File: config.mk
export PLATFORM = sky130hd
export DESIGN_NAME = matrix_reader
export DESIGN_NICKNAME = d
export VERILOG_FILES = /design/src/rtl/matrix_reader.sv
export SDC_FILE = /design/constraint.sdc
export NUM_CORES = 1
export LEC_CHECK = 0
export CAP_MARGIN = 15
export CORE_MARGIN = 5
export CORE_UTILIZATION = 40
export CTS_CLUSTER_DIAMETER = 80
export DETAILED_ROUTE_END_ITERATION = 8
export PLACE_DENSITY = 0.56
export SLEW_MARGIN = 20
export SYNTH_ARGS = -nofsm -noshare
export SYNTH_HDL_FRONTEND = slang
export SYNTH_SLANG_ARGS = --single-unit
File: constraint.sdc
create_clock -name clk -period 3.5 [get_ports clk]
set_input_delay 0.7 -clock clk [delete_from_list [all_inputs] [get_ports clk]]
set_output_delay 0.7 -clock clk [all_outputs]
set_load 0.02 [all_outputs]
File: src/rtl/matrix_reader.sv
// matrix_reader: ROW x COL element store streamed out in row- or column-major
// order over a valid/ready port; the array can be written in any state.
//
// Ports:
//   clk, rst_n                     clock, asynchronous active-low reset
//   wr_en, wr_row, wr_col, wr_data element write (out-of-range ignored)
//   start, transpose               stream request and order (0 row, 1 col)
//   busy                           stream in progress
//   out_valid, out_ready           output handshake
//   out_data, out_row, out_col     presented element and its indices
//   out_last                       presented element is [ROW-1][COL-1]
module matrix_reader #(
    parameter int ROW   = 5,
    parameter int COL   = 4,
    parameter int WIDTH = 16
) (
    input  logic             clk,
    input  logic             rst_n,
    input  logic             wr_en,
    input  logic [7:0]       wr_row,
    input  logic [7:0]       wr_col,
    input  logic [WIDTH-1:0] wr_data,
    input  logic             start,
    input  logic             transpose,
    output logic             busy,
    output logic             out_valid,
    input  logic             out_ready,
    output logic [WIDTH-1:0] out_data,
    output logic [7:0]       out_row,
    output logic [7:0]       out_col,
    output logic             out_last
);

    localparam int RW = (ROW > 1) ? $clog2(ROW) : 1;
    localparam int CW = (COL > 1) ? $clog2(COL) : 1;

    localparam logic [8:0] ROW_N   = 9'(ROW);
    localparam logic [8:0] COL_N   = 9'(COL);
    localparam logic [7:0] ROW_MAX = 8'(ROW - 1);
    localparam logic [7:0] COL_MAX = 8'(COL - 1);
    localparam logic       ONE_EL  = (ROW == 1) && (COL == 1);

    typedef enum logic {
        IDLE,
        STREAM
    } state_e;

    state_e           state_q, state_d;
    logic [WIDTH-1:0] mem_q [ROW][COL];
    logic [WIDTH-1:0] data_q, data_d;
    logic [7:0]       row_q, row_d;
    logic [7:0]       col_q, col_d;
    logic             last_q, last_d;
    logic             tr_q, tr_d;

    logic             wr_ok;
    logic             row_end, col_end;
    logic [7:0]       nxt_row, nxt_col;
    logic             nxt_last;
    logic [7:0]       rd_row, rd_col;
    logic [WIDTH-1:0] rd_data;

    // ------------------------------------------------------------
    // Element store: not reset, so contents survive rst_n.
    // ------------------------------------------------------------
    assign wr_ok = wr_en
                 && ({1'b0, wr_row} < ROW_N)
                 && ({1'b0, wr_col} < COL_N);

    always_ff @(posedge clk) begin
        if (wr_ok) begin
            mem_q[RW'(wr_row)][CW'(wr_col)] <= wr_data;
        end
    end

    // ------------------------------------------------------------
    // Next position in the selected traversal order.
    // ------------------------------------------------------------
    assign row_end = (row_q == ROW_MAX);
    assign col_end = (col_q == COL_MAX);

    always_comb begin
        nxt_row = row_q;
        nxt_col = col_q;
        if (tr_q) begin
            nxt_row = row_end ? 8'd0 : row_q + 8'd1;
            nxt_col = row_end ? col_q + 8'd1 : col_q;
        end else begin
            nxt_col = col_end ? 8'd0 : col_q + 8'd1;
            nxt_row = col_end ? row_q + 8'd1 : row_q;
        end
    end

    assign nxt_last = (nxt_row == ROW_MAX) && (nxt_col == COL_MAX);

    // Read port: origin when launching, else the next position. The read
    // sees the pre-edge array, so a same-edge write is not forwarded.
    assign rd_row  = (state_q == STREAM) ? nxt_row : 8'd0;
    assign rd_col  = (state_q == STREAM) ? nxt_col : 8'd0;
    assign rd_data = mem_q[RW'(rd_row)][CW'(rd_col)];

    // ------------------------------------------------------------
    // Stream FSM
    // ------------------------------------------------------------
    always_comb begin
        state_d = state_q;
        data_d  = data_q;
        row_d   = row_q;
        col_d   = col_q;
        last_d  = last_q;
        tr_d    = tr_q;
        unique case (state_q)
            IDLE: begin
                if (start) begin
                    state_d = STREAM;
                    tr_d    = transpose;
                    row_d   = 8'd0;
                    col_d   = 8'd0;
                    data_d  = rd_data;
                    last_d  = ONE_EL;
                end
            end
            STREAM: begin
                if (out_ready) begin
                    if (last_q) begin
                        // Indices and data stay on the final element.
                        state_d = IDLE;
                        last_d  = 1'b0;
                    end else begin
                        row_d  = nxt_row;
                        col_d  = nxt_col;
                        data_d = rd_data;
                        last_d = nxt_last;
                    end
                end
            end
            default: state_d = IDLE;
        endcase
    end

    always_ff @(posedge clk or negedge rst_n) begin
        if (!rst_n) begin
            state_q <= IDLE;
            data_q  <= '0;
            row_q   <= 8'd0;
            col_q   <= 8'd0;
            last_q  <= 1'b0;
            tr_q    <= 1'b0;
        end else begin
            state_q <= state_d;
            data_q  <= data_d;
            row_q   <= row_d;
            col_q   <= col_d;
            last_q  <= last_d;
            tr_q    <= tr_d;
        end
    end

    assign busy      = (state_q == STREAM);
    assign out_valid = (state_q == STREAM);
    assign out_data  = data_q;
    assign out_row   = row_q;
    assign out_col   = col_q;
    assign out_last  = last_q;

endmodule

Yosys cells after proc, flatten, opt, wreduce, memory -nomap -nowiden
Memories as Yosys holds them, arrays and structs flattened.
Index checks and enable logic that the tools add are counted.
{"block": "op_classes", "addsub": 2, "magnitude_cmp": 5, "eq_ne": 7, "mux": 34, "n_bitwise": 3, "reduce_logical": 7}
{"operator": "$mux 16", "n": 6}
{"operator": "$mux 8", "n": 11}
{"operator": "$mux 64", "n": 1}
{"operator": "$bmux 16 s2", "n": 1}
{"operator": "$demux 16 s2", "n": 1}
{"operator": "$pmux 16 s2", "n": 1}
{"operator": "$pmux 8 s2", "n": 2}
{"operator": "$add 8x1->8 const B", "n": 2}
{"operator": "$eq 8x2->1 const B", "n": 2}
{"operator": "$eq 8x3->1 const B", "n": 2}
{"operator": "$lt 8x3->1 const B", "n": 2}
{"operator": "$mux 1", "n": 7}
{"operator": "$ge 3x3->1 const B", "n": 2}
{"operator": "$ne 2x2->1 const B", "n": 3}
{"operator": "$not 2->3", "n": 2}
{"operator": "$logic_and 1x1->1", "n": 4}
{"operator": "$pmux 1 s2", "n": 2}
{"operator": "$reduce_and 2->1", "n": 2}
{"operator": "$lt 3x1->1 const B", "n": 1}
{"operator": "$mux 3", "n": 1}
{"operator": "$reduce_and 3->1", "n": 1}
{"operator": "$mux 2", "n": 1}
{"operator": "$not 1->1", "n": 1}
{"block": "totals", "reg_bits": 35, "ramBits": 320, "inputBits": 38, "out_inout_bits": 35, "word_cells": 65, "n_memories": 1}
{"name": "mem_q", "depth": 5, "word_bits": 64, "read_ports": 1, "rd_ports_with_merged_regs": 0, "wr": 1, "line": "49", "rtl": "logic [WIDTH-1:0] mem_q [ROW][COL];"}

Logic depth before layout (Yosys ltp)
Gate-level depths: netlist of run 1.
{"block": "depth", "word_depth": 11, "mapped_depth": 11, "ltp_nobuf": 9}

Worst setup path before layout of run 1
OpenSTA, ideal clock, no wires.
{"block": "synth_path", "path_type": "flip-flop to flip-flop", "start": "register col_q[5], in the netlist out_col[5]", "end": "register data_q[0], in the netlist out_data[0]", "arrival_ps": 2739, "required_time_ps": 3360, "path_slack_ps": 621, "path_stages_with_launch": 11, "n_path_buf": 3, "synth_period_minus_slack_ps": 2879, "path_cell_list": "dfrtp_1 -> buf_6 -> or4_1 -> buf_2 -> o41ai_4 -> mux2_2 -> buf_4 -> o211ai_1 -> a221oi_1 -> a221oi_1 -> o211ai_1"}
{"block": "synth_via", "elab_chain_cells": 11, "word_cells_on_any_way": 16}
{"item": "start, declared", "line": "52", "rtl": "logic [7:0] col_q, col_d;"}
{"item": "start signal, assigned", "line": "153", "rtl": "col_q <= col_d;"}
{"item": "$eq 8x2->1 *", "line": "80", "rtl": "assign col_end = (col_q == COL_MAX);"}
{"item": "$mux 8, on equally long branches", "line": "90, 89"}
{"item": "$mux 8", "line": "85", "rtl": "if (tr_q) begin"}
{"item": "$mux 3 or $mux 2 (tied branches)", "line": "98, 99"}
{"item": "$mem_v2 5x64 or $not 2->3 (tied branches)"}
{"item": "$bmux 16 s2 *", "line": "100", "rtl": "assign rd_data = mem_q[RW'(rd_row)][CW'(rd_col)];"}
{"item": "$mux 16 (not written as such) * (2 in series)", "line": "100"}
{"item": "$mux 16", "line": "125", "rtl": "if (last_q) begin"}
{"item": "$mux 16", "line": "124", "rtl": "if (out_ready) begin"}
{"item": "$pmux 16 s2 *", "line": "112", "rtl": "unique case (state_q)"}
{"item": "end signal, assigned", "line": "151", "rtl": "data_q <= data_d;"}
{"item": "end, declared", "line": "50", "rtl": "logic [WIDTH-1:0] data_q, data_d;"}
Mark *: on every way between the ends. The rest lies on a longest branch, timed or not. The select of a mux whose other input is x is not followed.
A chain may end at the register's enable or synchronous reset.

Final worst setup path of run 1
{"block": "layout_path", "start": "register col_q[4], in the netlist out_col[4]", "end": "register data_q[5], in the netlist out_data[5]"}
Same word-level chain as after synthesis.

==> results_dict.tcl, run 1 <==
set metrics [dict create \
    status "completed" \
    placed_cells 1792 \
    start_util_pct 40.25 \
    vdd_drop_max_uv 553.8 \
    first_global_vias 10776 \
    fmax_ghz 0.2985 \
    place_area_mm2 0.01755 \
    diodes 0 \
    design_area_mm2 0.01882 \
    path_common_cell "buf_4" \
    postCtsSetupBuffers 0 \
    synthesis.yosys.warnings 0 \
    async_flop_share_pct 9.859 \
    endpoint "out_data[5]$_DFFE_PN0P_" \
    cts_made_buffers 40 \
    critical_path_depth 9 \
    crit_slowest_cell "or4_1" \
    max_cap_viol_count 0 \
    tns_ns 0 \
    synthCells 1216 \
    power_leakage_nw 6.442 \
    firstDrtPassIters 5 \
    yosysTopAreaCellShare_pct 60.37 \
    clk_latency_ns 0.56 \
    track_usage_pct 20.71 \
    hp-class "in2async" \
    rrSetupSlack_ns 0.15 \
    nFillCells 3493 \
    synth-main-ff-cell "edfxtp_1" \
    postSynthAreaPerCell_um2 13.09 \
    cts.sinks 355 \
    crit_path_cell_trace "or4_1 -> buf_4 -> o21ai_2 -> mux2_2 -> o21ai_4 -> buf_4 -> nand2_1 -> a32oi_1 -> nand4_1" \
    placementRows 73 \
    synth_edf_count 320 \
    synth_top_family_by_area "compound AO/OA/AOI/OAI gates" \
    yosysTopAreaCell "edfxtp_1" \
    cp_max_fo 28 \
    wl_per_cell_um 24.76 \
    instances_no_fill 1866 \
    grt-ovfl-total 0 \
    synthMuxAreaShare_pct 5.581 \
    slew_violations 0 \
    critical_path.top_delay_family "simple AND/OR/NAND/NOR gates" \
    grt_pass1_wl_um 69900 \
    ys_seq_area_share_pct 65.87 \
    cts_tree "done" \
    die_w_um 209.5 \
    ys_seq_elements 355 \
    synth_compound_area_share_pct 12.82 \
    grt_max_degree 65 \
    hold_viol 0 \
    max_stage_delay_ns 0.62 \
    port_buffers 72 \
    viasPerCell 5.960 \
    gp_congestion 0.8543 \
    crit_buf_inv 2 \
    startpoint "out_col[4]$_DFFE_PN0P_" \
    coreArea_mm2 0.03955 \
    tightest_slew_ns 1.146 \
    reg2reg_from "out_col[4]$_DFFE_PN0P_" \
    pin_count 73 \
    clockBufferDepth 3 \
    layout_min_cycle_time_ns 3.350 \
    synth_fp_nets 1257 \
    syn2layout_area_growth_pct 18.24 \
    first_iter_violations 996 \
    period_share_pct 95.72 \
    h-tree-depth 2 \
    drc 0 \
    clkTransAtPathRegs_ns 0.06 \
    yosysUniqueCellTypes 67 \
    p_total_w 0.01589 \
    critical_path_class "reg2reg" \
    wl_um 46200 \
    die-area_mm2 0.04388 \
    cts_root_buf "clkbuf_16" \
    hpwl_um 29180 \
    synth_xor_area_share_pct 0.3852 \
    maxSlewHeadroom_pct 23.52 \
    fin_util_pct 47.59 \
    holdBufCountCts 0 \
    die_h_um 209.5 \
    drive_gt1_share_pct 13.72 \
    syn_area_mm2 0.01592 \
    clock_skew_ns 0.01756 \
    cp-start-kind "flop" \
    rr_endpoint "out_data[5]$_DFFE_PN0P_" \
    p_per_area_mw_per_mm2 844.5 \
    via_count 11122 \
    reg2reg_depth 9 \
    synth_fa_ha_area_share_pct 0.2358 \
    grt_antenna_before_repair 0 \
    finalSetupViolCount 0 \
    synth_area_leaders "edfxtp_1, dfrtp_1, mux2i_1" \
    ant_nets 0 \
    nets 1350 \
    grt_setup_unrepaired "no" \
    cp.required_ns 3.91 \
    worstPathArrival_ns 3.76 \
    synth-simple-area-share_pct 12.21 \
    post_cts_resized 0 \
    crit_path_end_kind "flop" \
]
report_power, final:
group / switching (W) / internal [W]
combinational: 0.00440 / 0.00248
clock: 0.00168 / 0.00238
sequential: 0.000174 / 0.00478
cell usage after synthesis, drive strengths merged, types with 3 or more instances:
library cell	n
a211oi	10
a21oi	16
a221o	10
a221oi	22
a22o	4
a22oi	10
a311oi	16
a31oi	33
a32oi	5
and2	4
and3	51
buf	28
clkbuf	65
dfrtp	35
edfxtp	320
ha	3
inv	6
mux2	22
mux2i	64
nand2	73
nand2b	26
nand3	71
nand4	40
nor2	66
nor3	13
nor4	10
o2111ai	11
o211ai	30
o21ai	105
o31ai	6
or4	3
xnor2	5
final cells by class:
class | instances | area (um2) | area share [%]
clock buffers | 63 | 1170 | 6.216
multi-input cells | 761 | 5036 | 26.76
inverters | 7 | 26.28 | 0.1396
clock inverters | 11 | 101.3 | 0.5385
well taps | 525 | 656.9 | 3.490
flip-flops and latches | 355 | 10490 | 55.72
repair buffers | 144 | 1344 | 7.140
routing by layer:
metal / track usage (%) / up-vias / wire [um]
met5: 0 / - / 0
met4: 5.693 / 0 / 904
met3: 3.169 / 54 / 2972
met2: 31.63 / 410 / 21130
met1: 31.01 / 5658 / 21190
li1: - / 5000 / -
cell usage in the layout (no fill, tap or decap), drive strengths merged, types with 51 or more instances in the layout:
| cell type | synthesis | layout |
|---|---|---|
| o21ai | 105 | 105 |
| edfxtp | 320 | 320 |
| and3 | 51 | 51 |
| buf | 28 | 73 |
| clkbuf | 65 | 63 |
| nor2 | 66 | 66 |
| nand3 | 71 | 71 |
| nand2 | 73 | 73 |
| clkdlybuf4s50 | 0 | 71 |
| mux2i | 64 | 64 |
through the flow:
step | hold slack (ns) | worst slack [ns]
finish | 0.2251 | 0.1497
floorplan | 0.4044 | 0.6209
global route | 0.2706 | 0.01200
detailed placement | 0.5105 | 0.1861
CTS | 0.2325 | 0.1627
global placement | 0.5055 | 0.2583
cell families (layout without fill, tap and decap cells):
kind of cell,count (synthesis),in the layout
AND/OR/NAND/NOR,373,373
flip-flops,355,355
AO/OA/AOI/OAI,292,292
buffers and inverters,100,225
multiplexers,86,86
XOR/XNOR,7,7
adder cells (fa/ha/maj),3,3
state kept, by name, indices dropped and copies added, names as in the netlist:
name and cells:
busy 1, mem_q 320, out_col 8, out_data 16, out_last 1, out_row 8
tr_q 1
worst min path at each step:
stage / startpoint / end / slack, ns
global route: rst_n / out_data[7]$_DFFE_PN0P_ / 0.27
global placement: out_data[5]$_DFFE_PN0P_ / out_data[5]$_DFFE_PN0P_ / 0.51
detailed placement: out_data[14]$_DFFE_PN0P_ / out_data[14]$_DFFE_PN0P_ / 0.51
CTS: rst_n / out_col[2]$_DFFE_PN0P_ / 0.23
finish: rst_n / out_row[0]$_DFFE_PN0P_ / 0.23
floorplan: rst_n / busy$_DFF_PN0_ / 0.40
Power figures use the tool's default switching activity.
==> run 2, diff against run 1 <==
--- a/config.mk
+++ b/config.mk
@@ -5,7 +5,7 @@
 export SDC_FILE = /design/constraint.sdc
 export NUM_CORES = 1
 export LEC_CHECK = 0
-export CAP_MARGIN = 15
+export CAP_MARGIN = 5
 export CORE_MARGIN = 5
 export CORE_UTILIZATION = 40
 export CTS_CLUSTER_DIAMETER = 80
==> constraint.sdc (replaced) <==
create_clock -name clk -period 3.5 [get_ports clk]
set_input_delay 0.875 -clock clk [delete_from_list [all_inputs] [get_ports clk]]
set_output_delay 0.875 -clock clk [all_outputs]
set_load 0.02 [all_outputs]
==> run 2 against run 1 <==
Critical path depth unchanged. Critical endpoint unchanged. Largest power group unchanged. Clock power down 5.9%. First-iteration DRC count up 3.9%. Setup slack better by 0.079 ns. Wire length down 0.58%. Sequential share of layout area down 0.36 points. Die area unchanged. Critical path type unchanged.
==> results_dict.tcl, run 2 (synthesis results as in run 1) <==
set metrics [dict create \
    cp_max_fo 47 \
    die_h_um 209.5 \
    port_buffers 72 \
    critical_path.top_delay_family "simple AND/OR/NAND/NOR gates" \
    firstDrtPassIters 5 \
    clock_skew_ns 0.02354 \
    tightest_slew_ns 0.9101 \
    grt_setup_unrepaired "no" \
    fin_util_pct 47.89 \
    layout_min_cycle_time_ns 3.271 \
    place_area_mm2 0.01776 \
    cts_made_buffers 38 \
    largest_reg_flops 320 \
    p_per_area_mw_per_mm2 828.8 \
    max_cap_viol_count 0 \
    vdd_drop_max_uv 429.2 \
    cts_tree "done" \
    clkTransAtPathRegs_ns 0.06 \
    crit_path_cell_trace "or4_1 -> buf_4 -> o21ai_2 -> mux2_2 -> o21ai_4 -> buf_12 -> nand2_1 -> a32oi_1 -> nand4_1" \
    h-tree-depth 2 \
    design_area_mm2 0.01894 \
    first_global_vias 10484 \
    finalSetupViolCount 0 \
    gp_congestion 0.8421 \
    crit_slowest_cell "or4_1" \
    max_stage_delay_ns 0.62 \
    hold_viol 0 \
    die_w_um 209.5 \
    cp.required_ns 3.89 \
    critical_path_class "reg2reg" \
    register_area_mm2 0.01049 \
    placed_cells 1807 \
    status "completed" \
    crit_path_end_kind "flop" \
    wl_per_cell_um 24.50 \
    nets 1363 \
    cts_root_buf "clkbuf_16" \
    hpwl_um 29350 \
    wl_um 45930 \
    clk_latency_ns 0.55 \
    maxSlewHeadroom_pct 39.14 \
    nFillCells 3449 \
    tns_ns 0 \
    pin_count 73 \
    grt_pass1_wl_um 68730 \
    crit_buf_inv 2 \
    clockBufferDepth 3 \
    final_common_cell "edfxtp_1" \
    slew_violations 0 \
    hp-class "in2async" \
    instances_no_fill 1875 \
    via_count 11099 \
    start_util_pct 40.25 \
    diodes 0 \
    first_iter_violations 1035 \
    multiInputGateArea_mm2 0.005044 \
    ant_nets 0 \
    drc 0 \
    grt-ovfl-total 0 \
    hold_slack_ns 0.3899 \
    postCtsSetupBuffers 0 \
    viasPerCell 5.919 \
    cp-start-kind "flop" \
    power_leakage_nw 6.488 \
    worstPathArrival_ns 3.66 \
    cts.sinks 355 \
    period_share_pct 93.46 \
    coreArea_mm2 0.03955 \
    track_usage_pct 20.33 \
    syn2layout_area_growth_pct 19.00 \
    fmax_ghz 0.3057 \
    drive_gt1_share_pct 14.74 \
    die-area_mm2 0.04388 \
    placementRows 73 \
    grt_max_degree 49 \
    regMostFlops "mem_q" \
    layout_common_cells "edfxtp_1, o21ai_0, nand2_1" \
    grt_antenna_before_repair 0 \
]
-- run 2: changes by cell type in the layout (fill, tap and decap cells not counted), sizes merged --
cell      previous run  this run
clkinv               8        16
clkbuf              63        50
buf                 73        88
clkinvlp             0         2
inv                  9         6
-- run 2: report_power, final --
part / switching, W / internal [W] / leakage, nW
Combinational: 0.00447 / 0.00246 / 2.60
Sequential: 0.000172 / 0.00478 / 3.32
Clock: 0.00166 / 0.00217 / 0.571
-- run 2: through the flow --
step	power [W]	setup slack [ns]
after CTS	0.01571	0.2312
after global routing	0.01643	0.05598
after floorplan	0.009319	0.6209
after global placement	0.01183	0.2651
final	0.01570	0.2290
after detailed placement	0.01188	0.2619
-- run 2: layer usage --
layer	vias up	wire length [um]	track usage, %
li1	5035	-	-
met1	5564	20520	30.58
met2	451	21420	31.85
met3	49	3265	2.586
met4	0	720	4.433
met5	-	0	0
-- run 2: timing repair --
item                       in CTS  in global routing
hold buffers                    0                  0
setup endpoints to repair       0                  1
gates resized for setup         0                  1
-- run 2: cell type report --
type / count / area share (%)
Multi-Input combinational cell: 761 / 26.63
Sequential cell: 355 / 55.36
Clock inverter: 18 / 0.7134
Timing Repair Buffer: 159 / 8.217
Clock buffer: 50 / 5.476
Tap cell: 525 / 3.468
Inverter: 7 / 0.1387
-- run 2: worst paths after layout --
| path | from | to | slack (ns) | cells after the start |
|---|---|---|---|---|
| max | out_col[4]$_DFFE_PN0P_ | out_data[5]$_DFFE_PN0P_ | 0.23 | 9 |
| min | rst_n | out_data[15]$_DFFE_PN0P_ | 0.39 | 1 |
| max reg2reg | out_col[4]$_DFFE_PN0P_ | out_data[5]$_DFFE_PN0P_ | 0.23 | 9 |
| min reg2reg | out_data[14]$_DFFE_PN0P_ | out_data[14]$_DFFE_PN0P_ | 0.52 | 2 |
| max in group asynchronous | rst_n | out_data[5]$_DFFE_PN0P_ | 2.38 | 2 |
| min in group clk | out_data[14]$_DFFE_PN0P_ | out_data[14]$_DFFE_PN0P_ | 0.52 | 2 |
==> variant 1: new RTL, settings of run 1 <==
`data_q` no longer has a reset.
--- a/src/rtl/matrix_reader.sv
+++ b/src/rtl/matrix_reader.sv
@@ -141,19 +141,21 @@
     always_ff @(posedge clk or negedge rst_n) begin
         if (!rst_n) begin
             state_q <= IDLE;
-            data_q  <= '0;
             row_q   <= 8'd0;
             col_q   <= 8'd0;
             last_q  <= 1'b0;
             tr_q    <= 1'b0;
         end else begin
             state_q <= state_d;
-            data_q  <= data_d;
             row_q   <= row_d;
             col_q   <= col_d;
             last_q  <= last_d;
             tr_q    <= tr_d;
         end
+    end
+
+    always_ff @(posedge clk) begin
+        data_q <= data_d;
     end
 
     assign busy      = (state_q == STREAM);
Function: differs if rst_n is asserted again (counterexample within 4 cycles, from zero or initial values and one cycle with rst_n low); with rst_n held inactive, the same outputs for 4 cycles.
==> variant 1 against run 1 <==
Total power up 4.9%; cell count down 1.9%; highest routed layer unchanged; die area up 1.4%; sequential cell count unchanged; wire length down 5.4%; critical path type unchanged; setup slack better by 2.3 ps; worst hold slack better by 300 ps; largest cell class unchanged; first-iteration DRC count down 25%; synthesized cell count down 2.8%; cell area up 0.58%; synthesized area up 1.5%; via count down 5.7%.
==> variant 1: results (changes against run 1) <==
stage	metric	value	unit	change
outcome	status	finished, final reports clean		
setup_path	crit_fanout	44		+57%
power_and_ir_drop	leakagePower	6.34	nW	-1.6%
synth	synth-edff-count	336		+5.0%
synth	synthesis.nets	1223		-2.7%
place	place.gp.congestion	0.866		+1.3%
timing	setup_tns	0	ps	unchanged
grt	grt_first_pass_wirelength	65900	um	-5.8%
grt	grt_max_degree	45		-31%
layout	largest_reg_flops	320		unchanged
clock_network	cts-resized-gates	0		unchanged
layout	drive_gt1_frac	0.167		+0.0297
setup_path	cp_slowest_stage_delay	540	ps	-80 ps
grt	gr-usage-all-layers	0.194		-0.0129
clock_network	cts_buffer_depth	3		unchanged
clock_network	htree_levels	2		unchanged
setup_path	cp_data_arrival_time	3630	ps	-130 ps
clock_network	cts_buffers	39		-2.5%
synth	yosys-top-cells-area	edfxtp_1 (62%), mux2i_1 (5.0%), mux2_2 (3.3%)		
place	hpwl	27800	um	-4.8%
setup_path	cp_top_family	simple AND/OR/NAND/NOR gates		
place	port_buffers	72		unchanged
power_and_ir_drop	netSwitchingFraction	0.390		-0.00371
routing	drtIter0Drc	750		-25%
synth	synth_common_cells	edfxtp_1 (336), nor2_1 (117), mux2i_1 (80)		
power_and_ir_drop	max-vdd-ir-drop	478	uV	-14%
synth	yosys_warnings	0		unchanged
timing	fin_skew	18.0	ps	+0.399 ps
synth	async_reset_ff_frac	0.0535		-0.0451
routing	avgRoutedWirePerCell	23.9	um	-3.6%
layout	nNetsFinal	1319		-2.3%
setup_path	cp_slowest_cell	or4b_1		
clock_network	cts_setup_buffers	0		unchanged
routing	via_count	10500		-5.7%
synth	ys_types	68		+1.5%
clock_network	clk_latency	550	ps	
timing	worst_pin_slew	996	ps	-149 ps
min_path	min_path_type	reg2reg		
synth	seq_area_frac_synth	0.654		-0.00458
grt	grt_pass1_vias	10600		-2.0%
setup_path	r2r_cells	9		unchanged
clock_network	cts-root-buf	clkbuf_16		
## variant 1: cell types whose count changed after synthesis, moves of 31 or more
cell	delta
a2bb2oi_1	+31
nor2_1	+52
nand2b_1	+39
o21ai_0	-45
and3_1	-49
o22ai_1	+33
nand2_1	-42
nand3_1	-60
## variant 1: power groups by stage
stage               logic, mW  clock network [mW]  registers (mW)
global placement         7.74                   0            5.19
finish                   7.79                3.80            5.09
detailed placement       7.80                   0            5.18
global route             8.35                4.06            5.11
CTS                      7.82                3.90            5.10
floorplan                5.05                   0            5.28
## variant 1: cell families (layout without fill, tap and decap cells)
logic type | after synthesis | count (layout) | synth area share
DFF | 355 | 355 | 0.654
muxes | 128 | 128 | 0.0830
AOI/OAI and AO/OA | 297 | 297 | 0.132
adders and majority gates | 3 | 3 | 0.00232
xor gates and xnor gates | 5 | 5 | 0.00318
and+or+nand+nor | 298 | 298 | 0.0951
buffers and inverters | 96 | 220 | 0.0301
## variant 1: path summary, 6_finish.rpt
kind / slack [ps] / end / from
min in group asynchronous: 670 / out_row[7]$_DFFE_PN0P_ / rst_n
hold / removal: 530 / busy$_DFF_PN0_ / out_last$_DFFE_PN0P_
setup / recovery: 150 / out_data[5]$_DFFE_PP_ / out_col[0]$_DFFE_PN0P_
max in group asynchronous: 2210 / busy$_DFF_PN0_ / rst_n
hold reg to reg: 530 / busy$_DFF_PN0_ / out_last$_DFFE_PN0P_
setup reg to reg: 150 / out_data[5]$_DFFE_PP_ / out_col[0]$_DFFE_PN0P_
## variant 1: per-stage QoR
step,hold WS (ps),setup slack [ps],total power [mW],area (sq um),instances
final,526,152,16.7,18900,1831
after global routing,560,46.1,17.5,18900,1831
after CTS,527,201,16.8,18900,1831
after detailed placement,519,204,13.0,17800,1762
after global placement,521,233,12.9,17800,1762
after floorplan,404,364,10.3,16200,1182
## variant 1: layout make-up
| type | count | area, sq um |
|---|---|---|
| sequential | 355 | 10600 |
| multi-input combinational | 731 | 5160 |
| clock inverter | 14 | 103 |
| clock buffer | 55 | 1060 |
| inverter | 10 | 37.5 |
| fill | 3527 | 20900 |
| tap | 525 | 657 |
| timing repair buffer | 141 | 1350 |
## variant 1: metal layers
metal,track usage,wire [um],vias to the layer above
met2,0.323,21300,315
met3,0.0282,2060,85
met1,0.262,18900,5280
met5,0,0,-
met4,0.0684,1410,0
li1,-,-,4810
## variant 1: worst reg2reg max path, cell delays in order (launching register included)
cell       delay, ps
dfrtp_1          340
ha_1             220
or4b_1           540
o21ai_4          350
xnor2_2          200
nand2_4          150
buf_12           260
mux2_2           480
o2111ai_1        400
nand4_1          140
==> variant 2: new RTL, config.mk and constraints of run 1 <==
Made on the original files. `ROW`: 5 -> 4.
--- a/src/rtl/matrix_reader.sv
+++ b/src/rtl/matrix_reader.sv
@@ -10,7 +10,7 @@
 //   out_data, out_row, out_col     presented element and its indices
 //   out_last                       presented element is [ROW-1][COL-1]
 module matrix_reader #(
-    parameter int ROW   = 5,
+    parameter int ROW   = 4,
     parameter int COL   = 4,
     parameter int WIDTH = 16
 ) (
Check against the original RTL: not equivalent (Yosys sat finds a counterexample within 10 cycles, from zero or initial values and one cycle with rst_n low).
==> variant 2 against run 1 <==
Critical path depth decreased by 1; combinational power increased by 17%; core utilization decreased by 0.14 points; count of clock-buffer cells in the layout decreased by 21; setup slack improved by 310 ps; first-iteration DRC count decreased by 5.3%; clock power decreased by 12%; cell area decreased by 7.5%; synthesized cell count increased by 11%; wire length decreased by 3.4%; synthesized area decreased by 6.5%; sequential cell count decreased by 64; total power decreased by 0.69%; critical path type unchanged.
==> variant 2: results (changes against run 1) <==
stage	metric	value	unit	change
timing	relSlewSlack	0.374		+0.139
clock_network	clk_latency	530	ps	-30 ps
synth	synth_common_cells	edfxtp_1 (256), nor2_1 (119), o22ai_1 (113)		
grt	use_met1	0.281		-0.0293
layout	nNetsFinal	1429		+5.9%
routing	wl_met3	2420	um	-18%
clock_network	cts_buffers	35		-13%
routing	wl_met2	21700	um	+2.8%
synth	synthMuxAreaShare	0.0257		-0.0301
setup_path	crit_fanout	16		-43%
power_and_ir_drop	max-vdd-ir-drop	505	uV	-8.8%
synth	synth_compound_area_frac	0.238		+0.110
place	hpwl	27500	um	-5.7%
setup_path	cp_slowest_stage_delay	500	ps	-120 ps
synth	synth_adder_area_share	0.00252		+0.000163
synth	synthXorXnorAreaFrac	0.00353		-0.000322
place	place_ws	453	ps	+267 ps
timing	fin_skew	32.9	ps	+15.4 ps
setup_path	rr_startpoint	out_col[0]$_DFFE_PN0P_		
grt	grt_util_met3	0.0275		-0.00422
outcome	status	finished, final reports clean		
setup_path	r2r-end	out_data[10]$_DFFE_PN0P_		
routing	drtIter0Drc	943		-5.3%
grt	grt.met2_usage	0.357		+0.0407
power_and_ir_drop	leakagePower	6.02	nW	-6.6%
setup_path	cp_slowest_cell	nor3b_1		
synth	async_reset_ff_frac	0.120		+0.0217
grt	grt_first_pass_wirelength	67800	um	-3.0%
place	place.gp.congestion	0.829		-3.0%
grt	grt_max_degree	77		+18%
grt	antenna_found_initial	1		+1
routing	vias_per_cell	6.12		+2.7%
routing	drt-met1-wl	19200	um	-9.4%
variant 2: through the flow:
stage,utilization,instance area (sq um),cells,hold WS [ps]
2_1_floorplan,-,14900,1353,404
3_3_place_gp,0.444,16300,1819,480
3_5_place_dp,0.444,16300,1819,487
4_1_cts,0.474,17400,1883,345
5_1_grt,0.474,17400,1883,388
6_report,0.474,17400,1883,335
variant 2: final cells by class:
class,instances,area (sq um)
clock buffer,42,933
clock inverter,22,200
fill,3267,19300
inverter,22,85.1
multi-input combinational,913,5800
sequential,291,8570
tap,468,586
timing repair buffer,125,1240
variant 2: logic make-up after synthesis:
| group | Yosys count |
|---|---|
| AOI/OAI and AO/OA | 527 |
| xor gates and xnor gates | 6 |
| adders and majority gates | 3 |
| DFF | 291 |
| buffers and inverters | 149 |
| muxes | 34 |
| and+or+nand+nor | 343 |
variant 2: report_power, final:
part           switching [mW]  internal [mW]
combinational            4.97           3.10
sequential              0.201           3.94
clock                    1.44           2.13
variant 2: worst max path at each step:
stage,start,to,slack (ps),depth (start not counted)
3_3_place_gp,out_row[1]$_DFFE_PN0P_,out_data[14]$_DFFE_PN0P_,490,9
3_5_place_dp,out_col[0]$_DFFE_PN0P_,out_data[1]$_DFFE_PN0P_,450,8
6_report,out_col[0]$_DFFE_PN0P_,out_data[10]$_DFFE_PN0P_,460,8
4_1_cts,out_col[0]$_DFFE_PN0P_,out_data[10]$_DFFE_PN0P_,450,8
5_1_grt,out_col[0]$_DFFE_PN0P_,out_data[11]$_DFFE_PN0P_,270,8
2_1_floorplan,wr_col[7],mem_q[0][16]$_DFFE_PP_,430,4
variant 2: worst register-to-register path, stage by stage (launching register included):
cell,delay (ps)
dfrtp_1,350
ha_1,300
nor3b_1,500
nand3_1,300
a41o_1,360
nand2_1,480
o22ai_1,190
nor3_1,320
a32o_1,210
